File: src/rtl/tinyalu_wide_pkg.sv
// Shared types and constants for the parametrised TinyALU datapath.
// Opcode and FSM state encodings are used by the top level, the bus interface users and the bench.
package tinyalu_wide_pkg;

  typedef enum logic [2:0] {
    OP_NOP = 3'b000,
    OP_ADD = 3'b001,
    OP_AND = 3'b010,
    OP_XOR = 3'b011,
    OP_MUL = 3'b100,
    OP_SUB = 3'b101,
    OP_MAX = 3'b110,
    OP_ILL = 3'b111
  } op_e;

  typedef enum logic [1:0] {
    ST_IDLE = 2'd0,
    ST_MUL  = 2'd1,
    ST_RESP = 2'd2
  } state_e;

  localparam int MUL_LAT_MIN = 2;
  localparam int MUL_LAT_MAX = 16;
  localparam int CNT_W       = $clog2(MUL_LAT_MAX + 1);

endpackage

File: src/rtl/tinyalu_wide_if.sv
// Request/response bus between a TinyALU requester and the datapath.
// Handshake: the requester raises start with A/B/op and holds it until it sees done;
// the datapath accepts only in IDLE with op!=NOP, latches the operands, and pulses done
// for exactly one cycle with result (and err for illegal ops). start is ignored while busy/responding.
interface tinyalu_wide_if #(
  parameter int WIDTH = 8
);

  logic [WIDTH-1:0]   A;
  logic [WIDTH-1:0]   B;
  logic [2:0]         op;
  logic               start;
  logic               done;
  logic               busy;
  logic               err;
  logic [2*WIDTH-1:0] result;

  modport master (
    output A, B, op, start,
    input  done, busy, err, result
  );

  modport slave (
    input  A, B, op, start,
    output done, busy, err, result
  );

endinterface

File: src/rtl/tinyalu_wide_mult.sv
// Registered unsigned WIDTH x WIDTH multiplier; the product is valid the cycle after load
// and holds until the next load, which satisfies any MUL_LAT of 2 or more.
module tinyalu_wide_mult #(
  parameter int WIDTH = 8
) (
  input  logic               clk,
  input  logic               load,
  input  logic [WIDTH-1:0]   a,
  input  logic [WIDTH-1:0]   b,
  output logic [2*WIDTH-1:0] prod
);

  logic [2*WIDTH-1:0] a_ext;
  logic [2*WIDTH-1:0] b_ext;

  assign a_ext = {{WIDTH{1'b0}}, a};
  assign b_ext = {{WIDTH{1'b0}}, b};

  always_ff @(posedge clk) begin
    if (load) begin
      prod <= a_ext * b_ext;
    end
  end

endmodule

File: src/rtl/tinyalu_wide.sv
// Parametrised TinyALU: single-cycle ADD/AND/XOR/SUB/MAX/illegal, multi-cycle MUL,
// operands latched at accept, busy while a MUL is in flight, err pulse for illegal op.
module tinyalu_wide
  import tinyalu_wide_pkg::*;
#(
  parameter int WIDTH   = 8,
  parameter int MUL_LAT = 4
) (
  input  logic                  clk,
  input  logic                  reset_n,
  tinyalu_wide_if.slave         bus,
  output state_e                dbg_state
);

  localparam logic [CNT_W-1:0] CNT_LAST = CNT_W'(MUL_LAT - 1);

  state_e             state;
  state_e             state_n;
  logic [CNT_W-1:0]   cnt;
  logic [CNT_W-1:0]   cnt_n;
  logic               accept;
  op_e                op_in;
  op_e                op_q;
  logic [2*WIDTH-1:0] a_ext;
  logic [2*WIDTH-1:0] b_ext;
  logic [2*WIDTH-1:0] alu_res;
  logic [2*WIDTH-1:0] prod;
  logic [2*WIDTH-1:0] result_q;

  assign op_in = op_e'(bus.op);
  assign a_ext = {{WIDTH{1'b0}}, bus.A};
  assign b_ext = {{WIDTH{1'b0}}, bus.B};

  tinyalu_wide_mult #(.WIDTH(WIDTH)) u_mult (
    .clk  (clk),
    .load (accept && (op_in == OP_MUL)),
    .a    (bus.A),
    .b    (bus.B),
    .prod (prod)
  );

  // Single-cycle ops are evaluated straight from the inputs at accept, so the
  // registered result is already the latched-operand answer in the done cycle.
  always_comb begin
    alu_res = '0;
    case (op_in)
      OP_ADD:  alu_res = a_ext + b_ext;
      OP_AND:  alu_res = a_ext & b_ext;
      OP_XOR:  alu_res = a_ext ^ b_ext;
      OP_SUB:  alu_res = a_ext - b_ext;
      OP_MAX:  alu_res = (bus.A > bus.B) ? a_ext : b_ext;
      default: alu_res = '0;
    endcase
  end

  always_comb begin
    state_n = state;
    cnt_n   = cnt;
    accept  = 1'b0;
    case (state)
      ST_IDLE: begin
        if (bus.start && (op_in != OP_NOP)) begin
          accept  = 1'b1;
          state_n = (op_in == OP_MUL) ? ST_MUL : ST_RESP;
          cnt_n   = CNT_W'(1);
        end
      end
      ST_MUL: begin
        // cnt equals the number of cycles spent in MUL, so leaving at MUL_LAT-1 gives done at accept+MUL_LAT
        if (cnt == CNT_LAST) begin
          state_n = ST_RESP;
        end else begin
          cnt_n = cnt + CNT_W'(1);
        end
      end
      ST_RESP: state_n = ST_IDLE;
      default: state_n = ST_IDLE;
    endcase
  end

  always_ff @(posedge clk) begin
    if (!reset_n) begin
      state    <= ST_IDLE;
      cnt      <= '0;
      op_q     <= OP_NOP;
      result_q <= '0;
    end else begin
      state <= state_n;
      cnt   <= cnt_n;
      if (accept) begin
        op_q <= op_in;
      end
      if (accept && (op_in != OP_MUL)) begin
        result_q <= alu_res;
      end else if ((state == ST_MUL) && (state_n == ST_RESP)) begin
        result_q <= prod;
      end
    end
  end

  assign bus.done   = (state == ST_RESP);
  assign bus.busy   = (state == ST_MUL);
  assign bus.err    = (state == ST_RESP) && (op_q == OP_ILL);
  assign bus.result = result_q;
  assign dbg_state  = state;

endmodule

File: src/flat_wrapper.sv
// flat-port wrapper written by rule: the top's interface ports become plain ports
module tinyalu_wide_flat import tinyalu_wide_pkg::*;
#(
  parameter int WIDTH   = 8,
  parameter int MUL_LAT = 4
)
  (clk, reset_n, dbg_state, bus_A, bus_B, bus_op, bus_start, bus_done, bus_busy, bus_err, bus_result);
  tinyalu_wide_if #(.WIDTH(WIDTH)) bus_i ();
  input  logic clk;
  input  logic reset_n;
  output state_e dbg_state;
  input wire logic [$bits(bus_i.A)-1:0] bus_A;
  input wire logic [$bits(bus_i.B)-1:0] bus_B;
  input wire logic [$bits(bus_i.op)-1:0] bus_op;
  input wire logic [$bits(bus_i.start)-1:0] bus_start;
  output wire logic [$bits(bus_i.done)-1:0] bus_done;
  output wire logic [$bits(bus_i.busy)-1:0] bus_busy;
  output wire logic [$bits(bus_i.err)-1:0] bus_err;
  output wire logic [$bits(bus_i.result)-1:0] bus_result;
  assign bus_i.A = bus_A;
  assign bus_i.B = bus_B;
  assign bus_i.op = bus_op;
  assign bus_i.start = bus_start;
  assign bus_done = bus_i.done;
  assign bus_busy = bus_i.busy;
  assign bus_err = bus_i.err;
  assign bus_result = bus_i.result;
  tinyalu_wide #(.WIDTH(WIDTH), .MUL_LAT(MUL_LAT)) u_core (.clk(clk), .reset_n(reset_n), .bus(bus_i), .dbg_state(dbg_state));
endmodule
File: config.mk
export PLATFORM = sky130hd
export DESIGN_NAME = tinyalu_wide_flat
export DESIGN_NICKNAME = d
export VERILOG_FILES = /design/src/rtl/tinyalu_wide_pkg.sv /design/src/rtl/tinyalu_wide_if.sv /design/src/rtl/tinyalu_wide_mult.sv /design/src/rtl/tinyalu_wide.sv /design/src/flat_wrapper.sv
export SDC_FILE = /design/constraint.sdc
export NUM_CORES = 1
export LEC_CHECK = 0
export ABC_AREA = 1
export ABC_CLOCK_PERIOD_IN_PS = 6400
export CORE_MARGIN = 2
export CORE_UTILIZATION = 65
export DETAILED_ROUTE_END_ITERATION = 16
export DONT_BUFFER_PORTS = 1
export PLACE_DENSITY = 0.88
export SLEW_MARGIN = 15
export SYNTH_ARGS = -nofsm -noshare
export SYNTH_HDL_FRONTEND = slang
export SYNTH_SLANG_ARGS = --single-unit
File: constraint.sdc
create_clock -name clk -period 6.4 [get_ports clk]
set_input_delay 0.96 -clock clk [delete_from_list [all_inputs] [get_ports clk]]
set_output_delay 0.96 -clock clk [all_outputs]
set_load 0.02 [all_outputs]
# Word level (Yosys, flattened, before mapping)
# Cells that the tools add are included.
word_totals:
  reg_bits: 42
  inputBits: 22
  output_inout_bits: 21
  wordCells: 49
classes:
  n_addsub: 3
  multipliers: 1
  n_lt_le_gt_ge: 1
  n_eq_ne: 14
  n_mux: 13
  bitwise_logic: 2
  reduce_logical: 10
op_table:
  columns: ["op", "count"]
  rows:
  - ["$pmux 16 s5", 1]
  - ["$mux 16", 2]
  - ["$mul 8x8->16", 1]
  - ["$eq 3x3->1 const B", 4]
  - ["$mux 5", 2]
  - ["$pmux 5 s2", 1]
  - ["$add 8x8->9", 1]
  - ["$sub 8x8->9", 1]
  - ["$and 8x8->8", 1]
  - ["$gt 8x8->1", 1]
  - ["$mux 8", 1]
  - ["$xor 8x8->8", 1]
  - ["$eq 3x2->1 const B", 2]
  - ["$mux 2", 3]
  - ["$add 5x1->5 const B", 1]
  - ["$eq 5x2->1 const B", 1]
  - ["$logic_and 1x1->1", 5]
  - ["$eq 2x2->1 const B", 2]
  - ["$pmux 2 s2", 1]
  - ["$reduce_bool 2->1", 2]
  - ["$eq 3x1->1 const B", 1]
  - ["$ne 3x3->1 const B", 1]
  - ["$reduce_and 3->1", 1]
  - ["$reduce_bool 3->1", 1]
  - ["other kinds (5)", 6]

# Logic depth before layout (Yosys ltp)
depth:
  depth_word: 8
  mapped_depth: 18
  mapped_depth_nobuf: 17

# Modules after synthesis
# A second synthesis with hierarchy kept.
unflattened:
  cells_unflattened: 781
  area_unflattened_um2: 5321.4
by_module_without_submodules:
  columns: ["module", "instances", "cells_per_inst", "area_per_inst_um2", "seq_area_each_um2"]
  rows:
  - ["tinyalu_wide_mult", 1, 391, 2876.5, 480.5]
  - ["tinyalu_wide", 1, 390, 2444.8, 520.5]

# Least setup slack after synthesis
# OpenSTA, ideal clock, no wires.
synth_path:
  kind: "input to register"
  startpoint: "input port bus_B[7]"
  endpoint: "register u_core.u_mult.prod[12], data pin"
  setup_ns: 0.260
  t_arrival_ns: 4.482
  required_time_ns: 6.140
  slack_ns: 1.658
  path_stages: 16
  path_buffers: 1
  path_cell_list: "clkbuf_1 -> nand2_1 -> fa_1 -> fa_1 -> inv_1 -> fa_1 -> inv_1 -> fa_1 -> inv_1 -> ha_1 -> a21oi_1 -> o21ai_0 -> a21oi_1 -> nor2_1 -> nor2_1 -> xor2_1"
synth_via:
  elab_chain_len: 1
synth_lines:
  columns: ["element", "line", "source"]
  rows:
  - ["start: declaration", "flat_wrapper.sv:13", "input wire logic [$bits(bus_i.B)-1:0] bus_B;"]
  - ["$mul 8x8->16", "tinyalu_wide_mult.sv:21", "prod <= a_ext * b_ext;"]
  - ["end signal: assignment", "tinyalu_wide_mult.sv:21", null]
  - ["end: declaration", "tinyalu_wide_mult.sv:10", "output logic [2*WIDTH-1:0] prod"]
# No other way between the ends.
# A chain may end at the register's enable or synchronous reset.

# Final worst setup path
layout_path:
  startpoint: "input port bus_B[4]"
  endpoint: "register u_core.u_mult.prod[12], data pin"
# The elaborated chain is that of the path after synthesis.

==> flow_metrics.tcl <==
set metrics [dict create \
    status "finished clean" \
    grt_setup_unrepaired "false" \
    drcViolationCount 0 \
    mostFrequentLayoutCells "nand2_1 (160), inv_1 (141), ha_1 (53)" \
    max_cap_violations 0 \
    swShare 0.4403 \
    p_comb_frac 0.551 \
    first_pass_iters 7 \
    cts.htree.levels 2 \
    synth-warning-count 0 \
    hpwl_um 9826 \
    nNetsFinal 795 \
    reg2regPathDepth 6 \
    reg2reg_setup_slack_ns 4.45 \
    root_buffer "clkbuf_8" \
    final_common_cell "nand2_1" \
    clk_pin_slew_ns 0.08 \
    grt_pass1_wl_um 20380 \
    grt_start_max_net_pins 21 \
    die_area_um2 8512 \
    ys.flop_type "dfxtp_1" \
    insertion_delay_ns 0.30 \
    ys_types 45 \
    overflow 0 \
    clkPwrFrac 0.149 \
    place_ws_ns 1.667 \
    worst_pin_slew_ns 0.5634 \
    postCtsHoldBufs 0 \
    dieHeight_um 92.26 \
    placed_area_um2 5080 \
    ys_seq_elements 42 \
    synthArstFlopShare 0 \
    antenna_found_initial 0 \
    netlist_area_um2 5064 \
    vias 4516 \
    syn_avg_cell_area_um2 7.234 \
    routed_wl_um 12220 \
    hold_path_depth 2 \
    fillers 632 \
    p_int_uw 638.1 \
    endpoint_kind "flip-flop" \
    multiInputGateArea_um2 3357 \
    reg2reg_from "u_core.dbg_state[0]$_SDFF_PN0_" \
    first_global_vias 4438 \
    grt.total_usage 0.3022 \
    post_cts_buffers 0 \
    required_ns 6.45 \
    antenna_cells 0 \
    cts.repair.resized 0 \
    seqPwrFrac 0.301 \
    syn_nets 813 \
    viasPerCell 5.753 \
    cp_max_fo 9 \
    hold_start "u_core.op_q[0]$_SDFFE_PN0P_" \
    p_leak_uw 0.002801 \
    tns_ns 0 \
    start_kind "input pin" \
    finalSetupViolCount 0 \
    ant_nets 0 \
    worstSetupPathType "input pin to flip-flop" \
    area_delta_synth_final_pct 2.026 \
    drive_above_1_share 0.07321 \
    ir_worst_vdd_uv 185.1 \
    hp-class "flip-flop to flip-flop" \
    max_slew_margin 0.6235 \
    hold_end "u_core.op_q[0]$_SDFFE_PN0P_" \
    period_minus_slack_ns 4.463 \
    fmax_mhz 224.0 \
    synth_area_leaders "fa_1 (15%), ha_1 (13%), nand2_1 (12%)" \
    power.density_nw_per_um2 220.7 \
    syn_inst 700 \
    synth_edf_count 16 \
    synth_area_leader_cell "fa_1" \
    clock_sinks 42 \
    netlist.area_leader.share 0.1502 \
    slew_violations 0 \
    wl_per_cell_um 15.56 \
    cts_tree "yes" \
    drt_iter0_drc 323 \
    utilization 0.6756 \
    io_buffer_count 0 \
    finClkSkew_ns 0.01220 \
    min_period_over_period 0.6974 \
    critPathArrivalTime_ns 4.51 \
    design_area_um2 5166 \
    cts_buffers 5 \
    clk_path_buf_depth 2 \
    ios 43 \
    fp.dieW_um 92.26 \
    globalplace.congestion 1.071 \
    core.rowCount 32 \
    worst_slack_ns 1.937 \
    p_sw_uw 502.0 \
    core_um2 7647 \
    start_util 0.6621 \
    synth-seq-area-share 0.1977 \
    register_area_um2 1001 \
    finalHoldViolCount 0 \
    reg2reg_to "u_core.bus.result[6]$_SDFFE_PN0P_" \
]
## worst max path at each step
stage                                                  end  cells past startpoint  slack, ns      from
final                     u_core.u_mult.prod[12]$_DFFE_PP_                     17       1.94  bus_B[4]
after global routing      u_core.u_mult.prod[13]$_DFFE_PP_                     13       1.76  bus_B[4]
after CTS                 u_core.u_mult.prod[13]$_DFFE_PP_                     13       1.97  bus_B[4]
after detailed placement  u_core.u_mult.prod[12]$_DFFE_PP_                     17       1.67  bus_B[4]
after global placement    u_core.u_mult.prod[12]$_DFFE_PP_                     14       1.75  bus_B[4]
after floorplan           u_core.u_mult.prod[12]$_DFFE_PP_                     16       1.66  bus_B[7]
## flip-flops by register name (all words and copies together), names as in the netlist
register	count
u_core.bus.result	16
u_core.u_mult.prod	16
u_core.dbg_state	2
u_core.op_q	3
u_core.cnt	5
## stage by stage
stage,total power (uW),hold WS [ns],std cells
after floorplan,852.3,0.4396,700
after global placement,949.2,0.4503,777
after detailed placement,972.4,0.4537,777
after CTS,1142,0.4652,785
after global routing,1250,0.4837,785
final,1140,0.4674,785
## Yosys cell counts, types with 5 or more instances
master and number:
o21ai_0 37, nor2_1 31, clkbuf_1 18, nand2_1 160, nor3_1 5, nand3_1 38, inv_2 14, a21oi_2 7
edfxtp_1 16, nand2_2 6, nand4_1 10, dfxtp_1 26, xor2_1 8, a21oi_1 37, buf_2 5, ha_1 53
inv_1 141, o21ai_1 6, nand3b_1 5, fa_1 38
## power groups by stage
stage / Combinational, uW / Clock [uW] / Sequential [uW]
2_1_floorplan: 506 / 0 / 347
3_3_place_gp: 601 / 0 / 349
3_5_place_dp: 623 / 0 / 349
4_1_cts: 629 / 170 / 343
5_1_grt: 725 / 180 / 345
6_report: 628 / 169 / 343
## critical path, stage by stage
cell	delay, ns
nand2_1	0.04
inv_1	0.05
fa_1	0.52
inv_1	0.05
fa_1	0.49
inv_1	0.06
fa_1	0.53
inv_1	0.05
fa_1	0.53
inv_1	0.04
ha_1	0.34
a21oi_1	0.20
o21ai_0	0.14
a21oi_1	0.23
nor2_1	0.07
nor2_1	0.12
xor2_1	0.08
## cell families after synthesis
| group | synth area share |
|---|---|
| simple gates | 0.2493 |
| buf+inv | 0.1394 |
| compound gates | 0.1117 |
| fa+ha+maj | 0.2812 |
| flops | 0.1977 |
| xor+xnor | 0.02076 |
## routing by layer
metal	routed length [um]	GRT usage
met4	343	0.1045
met1	4842	0.3600
met5	0	0
met3	828	0.04437
met2	6202	0.5533
## cell type report
type                       instances  area share
clock buffer                       6     0.01405
clock inverter                     2    0.002664
inverter                         156      0.1136
multi-input combinational        476      0.6498
sequential                        42      0.1938
tap                              102     0.02470
timing repair buffer               1    0.001453
(Power assumes the default switching activity.)
